**src/rtl/serial_adder.sv**
```systemverilog
// serial_adder: bit-serial WIDTH-bit adder/subtractor.
// One full-adder slice plus a carry flop processes one bit per clock, LSB
// first, under a start/busy/done handshake. Latency is WIDTH clocks.
// Optional feature macro: SERIAL_ADDER_ACC_EN adds an 'acc' input that loads
// operand A from the current sum, turning the block into a running accumulator.
module serial_adder #(
    parameter int WIDTH = 8
) (
    input  logic             clk,
    input  logic             rst,
    input  logic             start,
    input  logic [WIDTH-1:0] a,
    input  logic [WIDTH-1:0] b,
    input  logic             cin,
    input  logic             sub,
`ifdef SERIAL_ADDER_ACC_EN
    input  logic             acc,
`endif
    output logic             busy,
    output logic             done,
    output logic [WIDTH-1:0] sum,
    output logic             cout,
    output logic             ovf
);

    localparam int             CW   = $clog2(WIDTH);
    localparam logic [CW-1:0]  LAST = CW'(WIDTH - 1);

    typedef enum logic [1:0] {
        S_IDLE,
        S_RUN,
        S_DONE
    } state_t;

    state_t r_state;
    state_t w_next;

    logic [WIDTH-1:0] r_a;      // operand A, shifted right each bit
    logic [WIDTH-1:0] r_b;      // operand B (pre-inverted for subtract)
    logic [WIDTH-1:0] r_res;    // partial result, filled from the MSB side
    logic [WIDTH-1:0] r_sum;
    logic             r_c;
    logic             r_cout;
    logic             r_ovf;
    logic [CW-1:0]    r_cnt;

    logic             w_accept;
    logic             w_last;
    logic             w_s;
    logic             w_cnext;
    logic [WIDTH-1:0] w_a_load;

    // A new operation may start whenever the engine is not mid-operation.
    assign w_accept = start && (r_state != S_RUN);
    assign w_last   = (r_state == S_RUN) && (r_cnt == LAST);

    // The single full-adder slice.
    assign w_s     = r_a[0] ^ r_b[0] ^ r_c;
    assign w_cnext = (r_a[0] & r_b[0]) | (r_a[0] & r_c) | (r_b[0] & r_c);

`ifdef SERIAL_ADDER_ACC_EN
    assign w_a_load = acc ? r_sum : a;
`else
    assign w_a_load = a;
`endif

    // State register; reset wins over any start on the same edge.
    always_ff @(posedge clk) begin
        if (rst) r_state <= S_IDLE;
        else     r_state <= w_next;
    end

    // Next-state logic: IDLE -> RUN -> DONE -> (IDLE | RUN on a new start).
    always_comb begin
        w_next = r_state;
        case (r_state)
            S_IDLE:  if (w_accept) w_next = S_RUN;
            S_RUN:   if (w_last)   w_next = S_DONE;
            S_DONE:  w_next = w_accept ? S_RUN : S_IDLE;
            default: w_next = S_IDLE;
        endcase
    end

    // Datapath: load on accept, shift one bit per RUN cycle, publish the
    // result only on the final bit so partial state never reaches outputs.
    always_ff @(posedge clk) begin
        if (rst) begin
            r_a    <= '0;
            r_b    <= '0;
            r_res  <= '0;
            r_sum  <= '0;
            r_c    <= 1'b0;
            r_cout <= 1'b0;
            r_ovf  <= 1'b0;
            r_cnt  <= '0;
        end else if (w_accept) begin
            // Subtract is a + ~b + ~cin, so the borrow-in becomes carry-in.
            r_a   <= w_a_load;
            r_b   <= sub ? ~b : b;
            r_c   <= sub ? ~cin : cin;
            r_cnt <= '0;
        end else if (r_state == S_RUN) begin
            r_a   <= {1'b0, r_a[WIDTH-1:1]};
            r_b   <= {1'b0, r_b[WIDTH-1:1]};
            r_res <= {w_s, r_res[WIDTH-1:1]};
            r_c   <= w_cnext;
            if (w_last) begin
                // On the MSB, r_c is still the carry into that bit.
                r_sum  <= {w_s, r_res[WIDTH-1:1]};
                r_cout <= w_cnext;
                r_ovf  <= r_c ^ w_cnext;
            end else begin
                r_cnt <= r_cnt + 1'b1;
            end
        end
    end

    assign busy = (r_state == S_RUN);
    assign done = (r_state == S_DONE);
    assign sum  = r_sum;
    assign cout = r_cout;
    assign ovf  = r_ovf;

endmodule
```
**config.mk**
```make
export PLATFORM = sky130hd
export DESIGN_NAME = serial_adder
export DESIGN_NICKNAME = d
export VERILOG_FILES = /design/src/rtl/serial_adder.sv
export SDC_FILE = /design/constraint.sdc
export NUM_CORES = 1
export LEC_CHECK = 0
export BUFFER_PORTS_ARGS = -buffer_cell sky130_fd_sc_hd__buf_2
export CAP_MARGIN = 20
export CORE_MARGIN = 1
export CORE_UTILIZATION = 51
export CTS_BUF_LIST = sky130_fd_sc_hd__clkbuf_4 sky130_fd_sc_hd__clkbuf_8
export CTS_CLUSTER_SIZE = 10
export DETAILED_ROUTE_END_ITERATION = 8
export GPL_TIMING_DRIVEN = 0
export PLACE_DENSITY = 0.78
export SYNTH_ARGS = -nofsm -noshare
export SYNTH_HDL_FRONTEND = slang
export SYNTH_SLANG_ARGS = --single-unit
export TNS_END_PERCENT = 10
```
**constraint.sdc**
```tcl
create_clock -name clk -period 1.45 [get_ports clk]
set_input_delay 0.2175 -clock clk [delete_from_list [all_inputs] [get_ports clk]]
set_output_delay 0.2175 -clock clk [all_outputs]
set_load 0.03 [all_outputs]
```
# == Yosys cells after proc, flatten, opt, wreduce, memory -nomap -nowiden ==
# Cells that the tools add are included.
# op_classes
bitwise_logic,12
add_sub_neg,1
muxes,12
n_reduce_logical,9
eq_ne,6
# ops
op,n
$mux 8,5
$not 8->8,1
$pmux 2 s3,1
$reduce_and 2->1,3
$mux 1,4
$mux 2,2
$ne 2x1->1 const B,2
$add 3x1->3 const B,1
$and 1x1->1,3
$eq 3x3->1 const B,1
$not 1->1,3
$reduce_and 3->1,1
$xor 1x1->1,3
$eq 2x1->1 const B,1
$eq 2x2->1 const B,1
$logic_and 1x1->1,2
$logic_not 2->1,1
$ne 2x2->1 const B,1
$or 1x1->1,2
$reduce_bool 2->1,1
$reduce_or 2->1,1
# word_totals
wordCells,49
regBits,40
input_bits,21
out_inout_bits,12

# == Longest topological paths before layout ==
# logic_depth
ltp_word,5
ltp_mapped,7
ltp_nobuf,5

# == Worst setup path after synthesis ==
# No wires, ideal clock.
# synth_timing
kind,flip-flop to flip-flop
startpoint,register r_cnt[0]
endpoint,"register r_ovf, in the netlist ovf"
arrival_ns,1.302
setup_time_ns,0.086
synth_period_minus_slack_ns,1.388
n_path_buf,2
t_required_ns,1.364
path_slack_ns,0.062
path_stages_with_launch,7
cell_sequence,dfxtp_1 > ha_1 > ha_1 > and3b_1 > buf_2 > buf_2 > a211oi_1
# synth_between
elab_chain_len,3
# synth_lines
item,line,text
start: declaration,45,logic [CW-1:0] r_cnt;
start signal: assignment,113,r_cnt <= r_cnt + 1'b1;
$eq 3x3->1,55,assign w_last = (r_state == S_RUN) && (r_cnt == LAST);
$logic_and 1x1->1,55,
$reduce_and 3->1 (no line),--,
end signal: assignment,111,r_ovf <= r_c ^ w_cnext;
end: declaration,44,logic r_ovf;
# Every way passes these cells.
# A chain may end at the register's enable or synchronous reset.

# == Final worst setup path ==
# layout_timing
startpoint,register r_state[1]
endpoint,output port busy
# layout_between
elab_chain_len,1
# layout_lines
item,line,text
start: declaration,35,state_t r_state;
start signal: assignment,70,else r_state <= w_next;
$eq 2x1->1,118,assign busy = (r_state == S_RUN);
end: declaration,19,"output logic busy,"
# Every way passes these cells.

==> out/metrics.cfg <==
[clock_network]
clk_pin_slew_ps=120
cts.root.buffer_cell=sky130_fd_sc_hd__clkbuf_4
cts.hold.buffers_added=0
tritoncts=built
cts.htree.levels=2
number_of_clock_sinks_seen_by_cts=39
clock_insertion_delay_worst_skew_ps=340
cts_buffers=5
cts.path.max_buffers=2

[finish]
layout_cells_sized_above_1=0.290
layout.filler_cells=274
multi_input_area_sq_um=843
sequential_cell_area_sq_um=786
final_net_count=262
final_cell_area_sq_um=2090
area_growth_synth_to_finish_pct=24.0
n_antenna_cell=0
post-route-util=0.675

[grt]
initial_antenna_violation_count=0
globalRouteOverflowTotal=0
pin_count_of_the_biggest_net_entering_global_routing=18
first_global_vias=1250
global_route_wire_length_before_repair_um=5650
total_routing_resource_utilization_after_global_routing=0.218

[synth]
syn-num-nets=218
yosys_register_bits=39
average_instance_area_after_synthesis_sq_um=8.70
number_of_distinct_library_cells_after_synthesis=26
synthArstFlopShare=0
count_of_flip_flops_with_a_built_in_enable_after_synthesis=0
post_synth_instance_area_sq_um=1690
ys_warn_count=0
synth_sequential_area_ratio=0.463
synthesis.instances=194
dominant_synthesized_flop_cell=sky130_fd_sc_hd__dfxtp_1

[timing]
finalClockSkew_ps=10.0
tightest_slew_ps=530
post-route-min-period_ps=1380
finalMaxSlewViolations=0
maxClockFrequency_mhz=723
fin_tns_setup_ps=0
slew-limit-headroom=0.647
timing_hold_violations_final=0
finalSetupViolations=0
final.period_utilization=0.954
rsz_0062_raised_after_global_routing=false

[route]
drc=0
wl_met3_um=164
drt-pass1-iter-count=4
final_antenna_net_count=0
routed-wl-met2_um=1640
detail_route.iter0.violations=68
vias=1410
post_detailed_route_via_to_cell_ratio=5.00
finalWirelength_um=3460
wl_per_cell_um=12.3
wirelength_met1_um=1620
highest_layer=met4

[setup_path]
worst_setup_path_end_kind=primary output
worstPathMaxFanout=11
regToRegSetupSlack_ps=90
r2r-start=r_cnt[1]
arrival_ps=1170
cp_required_ps=1230
timing.rr.end=sum[5]
worst-r2r-cell-count=7
timing.setup.critical_path_class=register to primary output
timing.critical_path.to=busy
setup.worst_path.start=r_state[1]
start_kind=register

[power_and_ir_drop]
ir_drop_v=0.000645
p_leak_nw=0.875
power-per-cell-area_nw_per_um2=1040

[placement]
placement.cell_area_sq_um=1890
port-buffer-count=30
gp_congestion=0.753
detailed_place_hpwl_um=2370

[outcome]
status=finished clean

[floorplanning]
placement_rows=20
placeableCoreArea_sq_um=3100
die-height_um=59.5
top_level_ports=33
fp.dieArea_sq_um=3540
die_x_um=59.5
floorplan.initialDensity=0.544

[run]
timing.max_cap.violations=0

[min_path]
min_path_type=primary input to register

-- stage by stage --
step	hold slack (ps)	worst slack [ps]	std cells	total power [mW]
5_1_grt	75.9	10.2	282	2.28
4_1_cts	63.8	-15.8	275	2.18
3_3_place_gp	428	-46.0	268	1.45
3_5_place_dp	425	-84.5	268	1.46
6_report	66.6	66.0	282	2.18
2_1_floorplan	293	62.2	194	1.38
-- worst min-delay path by stage --
stage,startpoint,end,slack [ps],cells past startpoint
2_1_floorplan,rst,r_b[7],290,1
3_3_place_gp,rst,r_b[7],430,2
3_5_place_dp,rst,r_b[7],430,2
4_1_cts,rst,r_b[7],60,2
5_1_grt,rst,r_b[7],80,2
6_report,rst,r_b[7],70,2
-- cells by family after synthesis --
| group | Yosys count | synth area share |
|---|---|---|
| muxes | 9 | 0.0534 |
| xor gates and xnor gates | 10 | 0.0519 |
| adders and majority gates | 3 | 0.0267 |
| buffers and inverters | 18 | 0.0571 |
| DFF | 39 | 0.463 |
| AOI/OAI and AO/OA | 47 | 0.184 |
| and+or+nand+nor | 68 | 0.165 |
-- power by group --
group	internal [mW]	switching, mW	leakage, nW
logic	0.144	0.160	0.513
clock network	0.374	0.346	0.0417
registers	1.12	0.0326	0.320
total	1.64	0.538	0.875
-- layer usage --
metal	vias up	global-route usage
met1	632	0.289
met5	-	0
met3	4	0.0655
met2	34	0.335
li1	740	-
met4	0	0.0764
-- cell usage after synthesis, types with 2 or more instances --
cell / count / area share
sky130_fd_sc_hd__ha_1: 2 / 0.015
sky130_fd_sc_hd__mux2i_1: 9 / 0.053
sky130_fd_sc_hd__a211o_1: 8 / 0.042
sky130_fd_sc_hd__nand2_1: 42 / 0.093
sky130_fd_sc_hd__nand3b_1: 2 / 0.0089
sky130_fd_sc_hd__nor2_1: 19 / 0.042
sky130_fd_sc_hd__a211oi_1: 8 / 0.036
sky130_fd_sc_hd__a21oi_2: 2 / 0.010
sky130_fd_sc_hd__xnor2_1: 10 / 0.052
sky130_fd_sc_hd__clkbuf_1: 2 / 0.0044
sky130_fd_sc_hd__a21oi_1: 26 / 0.077
sky130_fd_sc_hd__inv_1: 2 / 0.0044
sky130_fd_sc_hd__a32oi_1: 2 / 0.010
sky130_fd_sc_hd__dfxtp_1: 39 / 0.46
sky130_fd_sc_hd__buf_2: 9 / 0.027
sky130_fd_sc_hd__buf_4: 2 / 0.0089
-- cell type report --
| class | count | area share |
|---|---|---|
| buffer | 13 | 0.0395 |
| tap | 44 | 0.0263 |
| timing repair buffer | 39 | 0.109 |
| multi-input combinational | 137 | 0.403 |
| clock inverter | 1 | 0.0143 |
| clock buffer | 6 | 0.0215 |
| inverter | 3 | 0.0114 |
| sequential | 39 | 0.375 |
-- flip-flops by register name, summed over array words and instances, names as in the netlist --
name and cells:
r_c 1, r_cnt 3, ovf 1, r_state 2, r_res 7, cout 1, sum 8, r_a 8
r_b 8
-- repair_timing --
item	4_1_cts	5_1_grt
endpoints found under the setup margin	14	13
resized for setup	13	10
setup buffers	1	7
cloned	0	1
pin swaps	0	1
-- critical path, stage by stage (launching register included) --
cell and delay [ps]:
sky130_fd_sc_hd__dfxtp_2 380, sky130_fd_sc_hd__nand2b_4 200, sky130_fd_sc_hd__clkinv_8 90, sky130_fd_sc_hd__buf_6 140
-- placed cells by master, fill, tap and decap left out, drive strengths merged --
master	n
a21oi	28
nor2b	1
bufinv	1
nand2b	1
clkbuf	8
a211o	8
xnor2	10
buf	50
inv	2
dfxtp	39
clkinv	1
a2111oi	1
mux2i	9
nor2	19
nor3b	1
and3b	1
ha	2
nor3	1
nand2	42
a211oi	8
nand3b	2
fa	1
a32oi	2
Power figures use the tool's default switching activity.
